--- src/rtl/tp_montre_cpu_oci_pkg.sv ---
// Shared constants and state encoding for the trace-code frame sequencer.
package tp_montre_cpu_oci_pkg;

  localparam int CODE_W  = 2;
  localparam int DEPTH   = 15;
  localparam int FRAME_W = 30;
  localparam int CNT_W   = 4;

  typedef enum logic [1:0] {
    RUN   = 2'd0,
    FLUSH = 2'd1,
    DRAIN = 2'd2,
    ENDED = 2'd3
  } state_t;

endpackage

--- src/rtl/tp_montre_cpu_oci_frame_slot.sv ---
// One-deep valid/ready output register holding a completed frame.
module tp_montre_cpu_oci_frame_slot
  import tp_montre_cpu_oci_pkg::*;
(
  input  logic               clk,
  input  logic               reset,
  input  logic               load,
  input  logic [FRAME_W-1:0] load_data,
  input  logic [CNT_W-1:0]   load_count,
  input  logic               ready,
  output logic               valid,
  output logic [FRAME_W-1:0] data,
  output logic [CNT_W-1:0]   count
);

  // Load takes priority so an accept and a new load in one cycle are back-to-back.
  always_ff @(posedge clk or posedge reset) begin
    if (reset) begin
      valid <= 1'b0;
      data  <= '0;
      count <= '0;
    end else if (load) begin
      valid <= 1'b1;
      data  <= load_data;
      count <= load_count;
    end else if (ready) begin
      valid <= 1'b0;
    end
  end

endmodule

--- src/rtl/tp_montre_cpu_oci_dct_seq.sv ---
// Collects trace codes into 15-code frames and hands them to a valid/ready
// consumer; supports explicit flush and an end-of-test drain sequence.
module tp_montre_cpu_oci_dct_seq
  import tp_montre_cpu_oci_pkg::*;
#(
  parameter int CODE_W = tp_montre_cpu_oci_pkg::CODE_W,
  parameter int DEPTH  = tp_montre_cpu_oci_pkg::DEPTH
) (
  input  logic               clk,
  input  logic               reset,
  input  logic               trace_valid,
  input  logic [CODE_W-1:0]  trace_code,
  input  logic               trace_flush,
  input  logic               test_ending,
  output logic               frame_valid,
  input  logic               frame_ready,
  output logic [FRAME_W-1:0] frame_data,
  output logic [CNT_W-1:0]   frame_count,
  output logic [FRAME_W-1:0] dct_buffer,
  output logic [CNT_W-1:0]   dct_count,
  output logic               overflow,
  output logic               test_has_ended
);

  state_t             state, state_nxt;
  logic               flush_pend, flush_pend_nxt;
  logic               offer, slot_free, full, flush_req;
  logic               accept, handoff, drop;
  logic [FRAME_W-1:0] post_buf, next_buf;
  logic [CNT_W-1:0]   post_cnt, next_cnt;

  // Accept/handoff decision. A full buffer (only possible while the slot is
  // busy) is handed off as-is once the slot frees; a code offered in that
  // same cycle starts the fresh buffer instead of being dropped.
  always_comb begin
    offer     = (state == RUN) && !test_ending && trace_valid;
    slot_free = !frame_valid || frame_ready;
    full      = (dct_count == CNT_W'(DEPTH));
    flush_req = trace_flush || flush_pend;
    accept    = 1'b0;
    handoff   = 1'b0;
    drop      = 1'b0;
    post_buf  = dct_buffer;
    post_cnt  = dct_count;
    next_buf  = dct_buffer;
    next_cnt  = dct_count;
    if (full) begin
      handoff = slot_free;
      accept  = offer && slot_free;
      drop    = offer && !slot_free;
      if (handoff) begin
        next_buf = accept ? FRAME_W'(trace_code) : '0;
        next_cnt = accept ? CNT_W'(1) : '0;
      end
    end else begin
      accept = offer;
      if (accept) begin
        post_buf = {dct_buffer[FRAME_W-CODE_W-1:0], trace_code};
        post_cnt = dct_count + CNT_W'(1);
      end
      handoff = slot_free &&
                ((post_cnt == CNT_W'(DEPTH)) ||
                 (flush_req && (post_cnt != '0)) ||
                 ((state == FLUSH) && (dct_count != '0)));
      next_buf = handoff ? '0 : post_buf;
      next_cnt = handoff ? '0 : post_cnt;
    end
    flush_pend_nxt = flush_pend;
    if (handoff)
      flush_pend_nxt = 1'b0;
    else if (trace_flush && (post_cnt != '0))
      flush_pend_nxt = 1'b1;
  end

  // End-of-test sequencing: stop intake, flush the partial frame, wait for
  // the consumer to take the last frame, then park in ENDED.
  always_comb begin
    state_nxt = state;
    case (state)
      RUN:     if (test_ending) state_nxt = FLUSH;
      FLUSH:   if (handoff || (dct_count == '0)) state_nxt = DRAIN;
      DRAIN:   if (!frame_valid || frame_ready) state_nxt = ENDED;
      ENDED:   state_nxt = ENDED;
      default: state_nxt = RUN;
    endcase
  end

  // Collection buffer, flush request memory, sticky overflow and state.
  always_ff @(posedge clk or posedge reset) begin
    if (reset) begin
      state          <= RUN;
      dct_buffer     <= '0;
      dct_count      <= '0;
      flush_pend     <= 1'b0;
      overflow       <= 1'b0;
      test_has_ended <= 1'b0;
    end else begin
      state          <= state_nxt;
      dct_buffer     <= next_buf;
      dct_count      <= next_cnt;
      flush_pend     <= flush_pend_nxt;
      test_has_ended <= (state_nxt == ENDED);
      if (drop) overflow <= 1'b1;
    end
  end

  tp_montre_cpu_oci_frame_slot u_slot (
    .clk        (clk),
    .reset      (reset),
    .load       (handoff),
    .load_data  (full ? dct_buffer : post_buf),
    .load_count (post_cnt),
    .ready      (frame_ready),
    .valid      (frame_valid),
    .data       (frame_data),
    .count      (frame_count)
  );

endmodule

--- config.mk ---
export PLATFORM = sky130hd
export DESIGN_NAME = tp_montre_cpu_oci_dct_seq
export DESIGN_NICKNAME = d
export VERILOG_FILES = /design/src/rtl/tp_montre_cpu_oci_pkg.sv /design/src/rtl/tp_montre_cpu_oci_frame_slot.sv /design/src/rtl/tp_montre_cpu_oci_dct_seq.sv
export SDC_FILE = /design/constraint.sdc
export NUM_CORES = 1
export LEC_CHECK = 0
export BUFFER_PORTS_ARGS = -buffer_cell sky130_fd_sc_hd__buf_2
export CORE_AREA = 3 3 113 115
export CTS_BUF_LIST = sky130_fd_sc_hd__clkbuf_2
export CTS_CLUSTER_DIAMETER = 50
export DETAILED_ROUTE_END_ITERATION = 16
export DIE_AREA = 0 0 116 118
export GPL_ROUTABILITY_DRIVEN = 0
export PLACE_DENSITY = 0.55
export SLEW_MARGIN = 10
export SYNTH_ARGS = -nofsm -noshare
export SYNTH_HDL_FRONTEND = slang
export SYNTH_SLANG_ARGS = --single-unit
--- constraint.sdc ---
create_clock -name clk -period 3.11 [get_ports clk]
set_input_delay 0.622 -clock clk [delete_from_list [all_inputs] [get_ports clk]]
set_output_delay 0.622 -clock clk [all_outputs]
set_load 0.01 [all_outputs]
After elaboration in Yosys (flattened, before gate mapping)
Index checks and enable logic that the tools add are counted.
Cells by class
  $add $sub $neg: 1
  $mul: 0
  divide/modulo/power cells: 0
  $lt $le $gt $ge: 0
  eq/ne operators: 7
  shift-type cells: 0
  muxes and demuxes: 23
  bitwise operators: 0
  reduce and logical (&&, ||, !) cells: 23
Operators with widths (count)
  $mux 30: 5
  $mux 4: 6
  $reduce_bool 4->1: 3
  $eq 4x4->1 const B: 2
  $logic_and 1x1->1: 8
  $mux 2: 4
  $pmux 2 s4: 1
  $mux 1: 7
  $eq 2x2->1 const B: 3
  $logic_or 1x1->1: 5
  $add 4x1->4 const B: 1
  $logic_not 4->1: 1
  $reduce_bool 2->1: 2
  $logic_not 1->1: 3
  $eq 2x1->1 const B: 1
  $logic_not 2->1: 1
  $ne 2x2->1 const B: 1
Word-level totals
  register bits: 74
  latch bits: 0
  RAM bits: 0
  bits in read-only memories: 0
  bits of input ports: 8
  output and inout bits: 71
  word-level logic and storage cells: 63
  memories kept: 0

Longest topological paths before layout
Gate-level depths: netlist (run 1).
  depth after elaboration: 15
  mapped depth: 10
  mapped depth without buffers: 8

Cells and area by module
From an unflattened synthesis (run 1), not the netlist that was laid out.
Unflattened totals
  cells, all modules: 345
  area total of the unflattened synthesis: 3611.0 µm²
By module, submodules not included
  tp_montre_cpu_oci_dct_seq: instances 1, cells each 269, area an instance 2157.1 µm², seq. area each 975.9 µm²
  tp_montre_cpu_oci_frame_slot: instances 1, cells each 76, area an instance 1453.9 µm², seq. area each 875.8 µm²

Least setup slack after synthesis (run 1)
OpenSTA, ideal clock, no wires.
  path kind: flip-flop to flip-flop
  start: register dct_count[0]
  end: register u_slot.count[0]
  library setup time: 0.128 ns
  arrival: 2.548 ns
  required time: 2.982 ns
  slack: 0.435 ns
  stages on the path, launching flop included: 10
  path buffers: 2
  clock period less this slack: 2.675 ns
  cells stage by stage: dfrtp_1 > clkbuf_1 > inv_1 > ha_1 > or4bb_1 > mux2i_1 > a211oi_1 > a31oi_2 > buf_2 > mux2_1
On the way
  longest elaborated chain between the ends: 9
  elaborated cells on any way between the ends: 14
  those cells by class: 1 x add/sub; 2 x eq/ne; 4 x mux; 7 x reduce/logical
Ends and longest elaborated chain
  start, declared: RTL line tp_montre_cpu_oci_dct_seq.sv:20  | output logic [CNT_W-1:0] dct_count,
  start signal, assigned: RTL line tp_montre_cpu_oci_dct_seq.sv:100  | dct_count <= next_cnt;
  $add 4x1->4: RTL line tp_montre_cpu_oci_dct_seq.sv:59  | post_cnt = dct_count + CNT_W'(1);
  $mux 4: RTL line tp_montre_cpu_oci_dct_seq.sv:57  | if (accept) begin
  $mux 4: RTL line tp_montre_cpu_oci_dct_seq.sv:47  | if (full) begin
  $reduce_bool 4->1: RTL line tp_montre_cpu_oci_dct_seq.sv:63  | (flush_req && (post_cnt != '0)) ||
  $logic_and 1x1->1: RTL line tp_montre_cpu_oci_dct_seq.sv:63
  $logic_or 1x1->1: RTL line tp_montre_cpu_oci_dct_seq.sv:62  | ((post_cnt == CNT_W'(DEPTH)) ||
  $logic_or 1x1->1: RTL line tp_montre_cpu_oci_dct_seq.sv:63
  $logic_and 1x1->1: RTL line tp_montre_cpu_oci_dct_seq.sv:61  | handoff = slot_free &&
  $mux 1: RTL line tp_montre_cpu_oci_dct_seq.sv:47
  end signal, assigned: RTL line tp_montre_cpu_oci_frame_slot.sv:25  | count <= load_count;
  end, declared: RTL line tp_montre_cpu_oci_frame_slot.sv:13  | output logic [CNT_W-1:0] count
Parallel ways exist; a longest one is shown, timed or not. The select of a mux whose other input is x is not followed.
A chain may end at the register's enable or synchronous reset.

Final worst setup path (run 1)
  start: register dct_count[0]
  end: register u_slot.data[17]
On the way
  longest elaborated chain between the ends: 9
  elaborated cells on any way between the ends: 14
  those cells by class: 1 x add/sub; 2 x eq/ne; 4 x mux; 7 x reduce/logical
Ends and longest elaborated chain
  $add 4x1->4: RTL line tp_montre_cpu_oci_dct_seq.sv:59
  $mux 4: RTL line tp_montre_cpu_oci_dct_seq.sv:57
  $mux 4: RTL line tp_montre_cpu_oci_dct_seq.sv:47
  $reduce_bool 4->1: RTL line tp_montre_cpu_oci_dct_seq.sv:63
  $logic_and 1x1->1: RTL line tp_montre_cpu_oci_dct_seq.sv:63
  $logic_or 1x1->1: RTL line tp_montre_cpu_oci_dct_seq.sv:62
  $logic_or 1x1->1: RTL line tp_montre_cpu_oci_dct_seq.sv:63
  $logic_and 1x1->1: RTL line tp_montre_cpu_oci_dct_seq.sv:61
  $mux 1: RTL line tp_montre_cpu_oci_dct_seq.sv:47
  end signal, assigned: RTL line tp_montre_cpu_oci_frame_slot.sv:24  | data <= load_data;
  end, declared: RTL line tp_montre_cpu_oci_frame_slot.sv:12  | output logic [FRAME_W-1:0] data,
Parallel ways exist; a longest one is shown, timed or not. The select of a mux whose other input is x is not followed.

==> impl_metrics.ini, run 1 <==
[detailed_routing]
dr.pass1.iters = 4
via_per_inst = 4.615
wl_mm = 7.915
num_vias = 2423
wl_per_cell_um = 15.08
initialDrtViolationCount = 151
detail-route-antenna-nets = 0
drc = 0

[die]
io_pins = 79
dieArea_um2 = 13690
die_w_um = 116
die_h_um = 118
coreArea_um2 = 11910
start_util = 0.2754
std_cell_rows = 40

[critical_path]
crit_type = register to register
start_kind = register
crit_start = dct_count[0]$_DFFE_PP0P_
crit_top_cell = mux2i_1
r2r-start = dct_count[0]$_DFFE_PP0P_
max_stage_delay_ns = 0.55
slowest_stage = a31oi_4
cp.arrival_ns = 3.31
setup.worst_path.end_class = register
worstPathMaxFanout = 15
cp_data_required_time_ns = 3.55
cp_cell_sequence = inv_1 -> ha_1 -> or4bb_1 -> mux2i_1 -> a211oi_1 -> buf_4 -> a31oi_4 -> buf_12 -> mux2i_1

[finish]
fin_cells = 525
area_growth_pct = 26.47
drive_gt1_frac = 0.3448
fin_nets = 382
final_core_utilization = 0.3483

[synth]
syn_inst = 276
ys_seq_area_frac = 0.5645
netlist_area_um2 = 3281
synth-edff-count = 0
yosys_warnings = 0
yosysTopAreaCell = dfrtp_1
syn_area_per_cell_um2 = 11.89
ys_ff_latch = 74
yosysUniqueCellTypes = 44
synth_commonest_cells = dfrtp_1 (74), mux2i_1 (45), nor2_1 (31)
synth_area_leaders = dfrtp_1 (56%), mux2i_1 (14%), nor2_1 (3.5%)
synth_top_cell_area_share = 0.5645
ys.flop_type = dfrtp_1
syn-num-nets = 286
synthArstFlopShare = 1.000
yosysMostFrequentCell = dfrtp_1

[sta]
setup_ws_ns = 0.2359
finalMaxSlewViolations = 0
fin_crit_sh = 0.9241
fmax_mhz = 347.9
tightest_slew_ns = 0.7625
hold_violations = 0
rsz0062_at_grt = false
period_minus_slack_ns = 2.874
clock-skew-final_ns = 0.02785
setup_viol = 0
max_slew_margin = 0.4906

[place]
preCtsSetupSlack_ns = -0.04014
port_buffers = 78
dp_hpwl_mm = 5.422
place_inst = 507

[min_path]
hold_path_class = primary input to async pin

[job]
maxCapViolCount = 0

[cts]
cts_root_buffer = clkbuf_2
ctsHtreeMaxLevel = 3
cts_buffers = 9
cts_buffer_depth = 2
cts.sinks = 74
path_clk_slew_ns = 0.21
hold_buffers = 0
cts_resized = 0
worstSkewPairLatency_ns = 0.52
cts_tree = yes
post_cts_buffers = 0

[global_routing]
overflow = 0
track_usage = 0.1206
grt_antenna_before_repair = 0
grt_pass1_vias = 2445
grt_max_degree = 39
grt_pass1_wl_mm = 12.80

[run_status]
outcome = finished clean

[power]
p_leak_nw = 2.320
p_per_area_nw_per_um2 = 443.3
ir_worst_vdd_uv = 212.6
total_power_w = 0.001839
[layout by cell type (no fill, tap or decap), types with 5 or more instances in the layout]
cell / Yosys / final
mux2_1: 10 / 10
buf_4: 1 / 18
buf_2: 7 / 78
nor2b_1: 7 / 7
mux2_2: 8 / 8
inv_1: 27 / 26
mux2i_1: 45 / 45
clkbuf_2: 0 / 10
nor2_1: 31 / 31
nand3_1: 5 / 5
a21oi_1: 7 / 7
dfrtp_1: 74 / 74
[metrics by stage]
step,instance area (um^2),hold slack [ns],setup TNS [ns]
detailed placement,3979,0.4532,-0.1830
finish,4149,0.1395,0
global route,4146,0.1128,0
floorplan,3281,0.4632,0
CTS,4134,0.08910,0
global placement,3979,0.4404,0
[metal layers]
metal | track usage | wire (um)
met1 | 0.1591 | 3675
met2 | 0.1777 | 3592
met3 | 0.03599 | 443
met4 | 0.06091 | 204
met5 | 0 | 0
[worst paths after layout]
| path | endpoint | slack, ns | cells past startpoint |
|---|---|---|---|
| worst max-delay path | u_slot.data[17]$_DFFE_PP0P_ | 0.24 | 9 |
| worst min-delay path | dct_buffer[17]$_DFFE_PP0P_ | 0.14 | 2 |
| worst max register to register | u_slot.data[17]$_DFFE_PP0P_ | 0.24 | 9 |
| worst min register to register | overflow$_DFFE_PP0P_ | 0.49 | 1 |
| max in group asynchronous | dct_buffer[11]$_DFFE_PP0P_ | 2.21 | 3 |
| min in group clk | flush_pend$_DFFE_PP0P_ | 0.36 | 3 |
[report_power, final]
part	total [W]	switching, W	leakage (nW)	internal [W]
Sequential	0.00100	0.0000136	1.01	0.000987
Combinational	0.000149	0.0000847	1.22	0.0000640
Clock	0.000689	0.000345	0.0872	0.000344
Total	0.00184	0.000443	2.32	0.00140
[final cells by class]
cell class | count | area, um^2
Multi-Input combinational cell | 161 | 1267
Clock buffer | 10 | 50.05
Sequential cell | 74 | 1852
Timing Repair Buffer | 99 | 585.6
Antenna cell | 1 | 2.502
Fill cell | 1202 | 7762
Inverter | 27 | 102.6
Tap cell | 147 | 183.9
Clock inverter | 6 | 105.1
[flip-flops by register name (all words and copies together) (netlist names)]
signal,count
u_slot.count,4
flush_pend,1
state,2
dct_count,4
overflow,1
u_slot.data,30
test_has_ended,1
dct_buffer,30
u_slot.valid,1
[cells by family after synthesis]
logic type,after synthesis,synth area share
flops,74,0.5645
fa+ha+maj,2,0.007627
simple gates,66,0.1056
buf+inv,42,0.05645
xor+xnor,2,0.005340
compound gates,27,0.06140
mux,63,0.1991
[worst max-delay path: cells and delay by family (launching register included)]
family                   cells  cell delay [ns]
AO/OA/AOI/OAI                2             0.66
buffers and inverters        3             0.55
flip-flops                   1             0.52
AND/OR/NAND/NOR              1             0.39
multiplexers                 2             0.35
adder cells (fa/ha/maj)      1             0.31
(Power assumes the default switching activity.)
==> run 2: changes to the inputs <==
==> constraint.sdc (replaced) <==
create_clock -name clk -period 3.11 [get_ports clk]
set_input_delay 0.1555 -clock clk [delete_from_list [all_inputs] [get_ports clk]]
set_output_delay 0.1555 -clock clk [all_outputs]
set_load 0.01 [all_outputs]
==> impl_metrics.ini, run 2 (synthesized netlist as in run 1, its figures left out) <==
[sta]
rsz0062_at_grt = false
fin_setup_tns_ns = 0
setup_viol = 0
finalMaxSlewViolations = 0
fmax_mhz = 342.1
period_minus_slack_ns = 2.923
max_slew_margin = 0.4884
fin_crit_sh = 0.9399
tightest_slew_ns = 0.7674
hold_violations = 0
clock-skew-final_ns = 0.03029

[detailed_routing]
via_per_inst = 4.504
dr.pass1.iters = 4
initialDrtViolationCount = 165
wl_per_cell_um = 14.19
detail-route-antenna-nets = 0
num_vias = 2315
wl_mm = 7.292
drc = 0

[cts]
cts_root_buffer = clkbuf_2
post_cts_buffers = 0
cts_resized = 0
cts.sinks = 74
path_clk_slew_ns = 0.18
cts_buffers = 9
hold_buffers = 5
worstSkewPairLatency_ns = 0.52
ctsHtreeMaxLevel = 3
cts_buffer_depth = 2
cts_tree = yes

[min_path]
hold_path_class = primary input to register
min_path_cells = 3
hold_end = test_has_ended$_DFF_PP0_
worstHoldStart = frame_ready

[finish]
area_growth_pct = 22.85
fin_cells = 514
multi_input_area_um2 = 1255
final_common_cell = buf_2
reg_top3 = dct_buffer x30, u_slot.data x30
final_cell_mix = buf_2 (78), dfrtp_1 (74), mux2i_1 (45), nor2_1 (31), inv_1 (26)
num_antenna_cells = 0
drive_gt1_frac = 0.3188
regArea_um2 = 1852
n_fill_cell = 1239
fin_nets = 372

[critical_path]
reg2reg_to = u_slot.data[20]$_DFFE_PP0P_
reg2reg_depth = 10
rrSetupSlack_ns = 0.19
critPathTopFamily = buffers and inverters
cp.arrival_ns = 3.37
cp.buffers_inverters = 4
setup.worst_path.end_class = register
crit_type = register to register
cp_data_required_time_ns = 3.56
max_stage_delay_ns = 0.57
r2r-start = dct_count[0]$_DFFE_PP0P_
cp_cell_sequence = inv_1 -> ha_1 -> or4bb_1 -> mux2i_1 -> a211oi_1 -> buf_4 -> a31oi_4 -> buf_12 -> buf_4 -> mux2i_1
slowest_stage = dfrtp_1
start_kind = register
worstPathMaxFanout = 25
cp.depth = 10

[power]
p_leak_nw = 2.263
ir_worst_vdd_uv = 170.9
p_per_area_nw_per_um2 = 413.9

[global_routing]
track_usage = 0.1141
grt_max_degree = 63
grt_pass1_vias = 2393
grt_antenna_before_repair = 0
grt_pass1_wl_mm = 12.21
overflow = 0

[run_status]
outcome = finished clean

[die]
std_cell_rows = 40
start_util = 0.2754
io_pins = 79
die_w_um = 116
dieArea_um2 = 13690
die_h_um = 118
coreArea_um2 = 11910

[place]
port_buffers = 78
place_inst = 493
dp_hpwl_mm = 5.143

[job]
maxCapViolCount = 0
[run 2: stage by stage]
stage	util	power, W	hold slack [ns]	instance area, um^2	setup slack [ns]
4_1_cts	0.3382	0.001709	0.01020	4029	0.1968
6_report	0.3383	0.001668	0.07751	4030	0.1868
3_5_place_dp	0.3252	0.001160	0.4299	3874	0.2291
5_1_grt	0.3383	0.001771	0.05541	4030	0.007713
2_1_floorplan	-	0.001107	0.3025	3281	0.4347
3_3_place_gp	0.3252	0.001158	0.4279	3874	0.3647
[run 2: how the worst max path moves through the flow]
stage / from / endpoint
finish: dct_count[0]$_DFFE_PP0P_ / u_slot.data[20]$_DFFE_PP0P_
global placement: dct_count[0]$_DFFE_PP0P_ / u_slot.data[28]$_DFFE_PP0P_
floorplan: dct_count[0]$_DFFE_PP0P_ / u_slot.count[0]$_DFFE_PP0P_
global route: dct_count[0]$_DFFE_PP0P_ / u_slot.data[28]$_DFFE_PP0P_
detailed placement: dct_count[0]$_DFFE_PP0P_ / u_slot.data[25]$_DFFE_PP0P_
CTS: dct_count[0]$_DFFE_PP0P_ / u_slot.data[20]$_DFFE_PP0P_
[run 2: layout make-up]
type,count,share of cell area
clock buffer,13,0.01614
sequential,74,0.4595
multi-input combinational,160,0.3114
timing repair buffer,90,0.1316
inverter,27,0.02577
clock inverter,3,0.009935
tap,147,0.04564
[run 2: layer usage]
metal	global-route usage	vias to the layer above	part of all wire
li1	-	1120	-
met1	0.1510	1120	0.47
met2	0.1705	63	0.45
met3	0.04422	12	0.066
met4	0.03771	0	0.019
met5	0	-	0
[run 2: power by group]
part	switching, W	internal [W]
combinational	0.0000792	0.0000603
sequential	0.0000161	0.000987
clock	0.000328	0.000197
[run 2: worst min-delay path, cell delays in order]
cell	delay, ns
buf_2	0.08
nor2b_1	0.11
a21boi_0	0.19
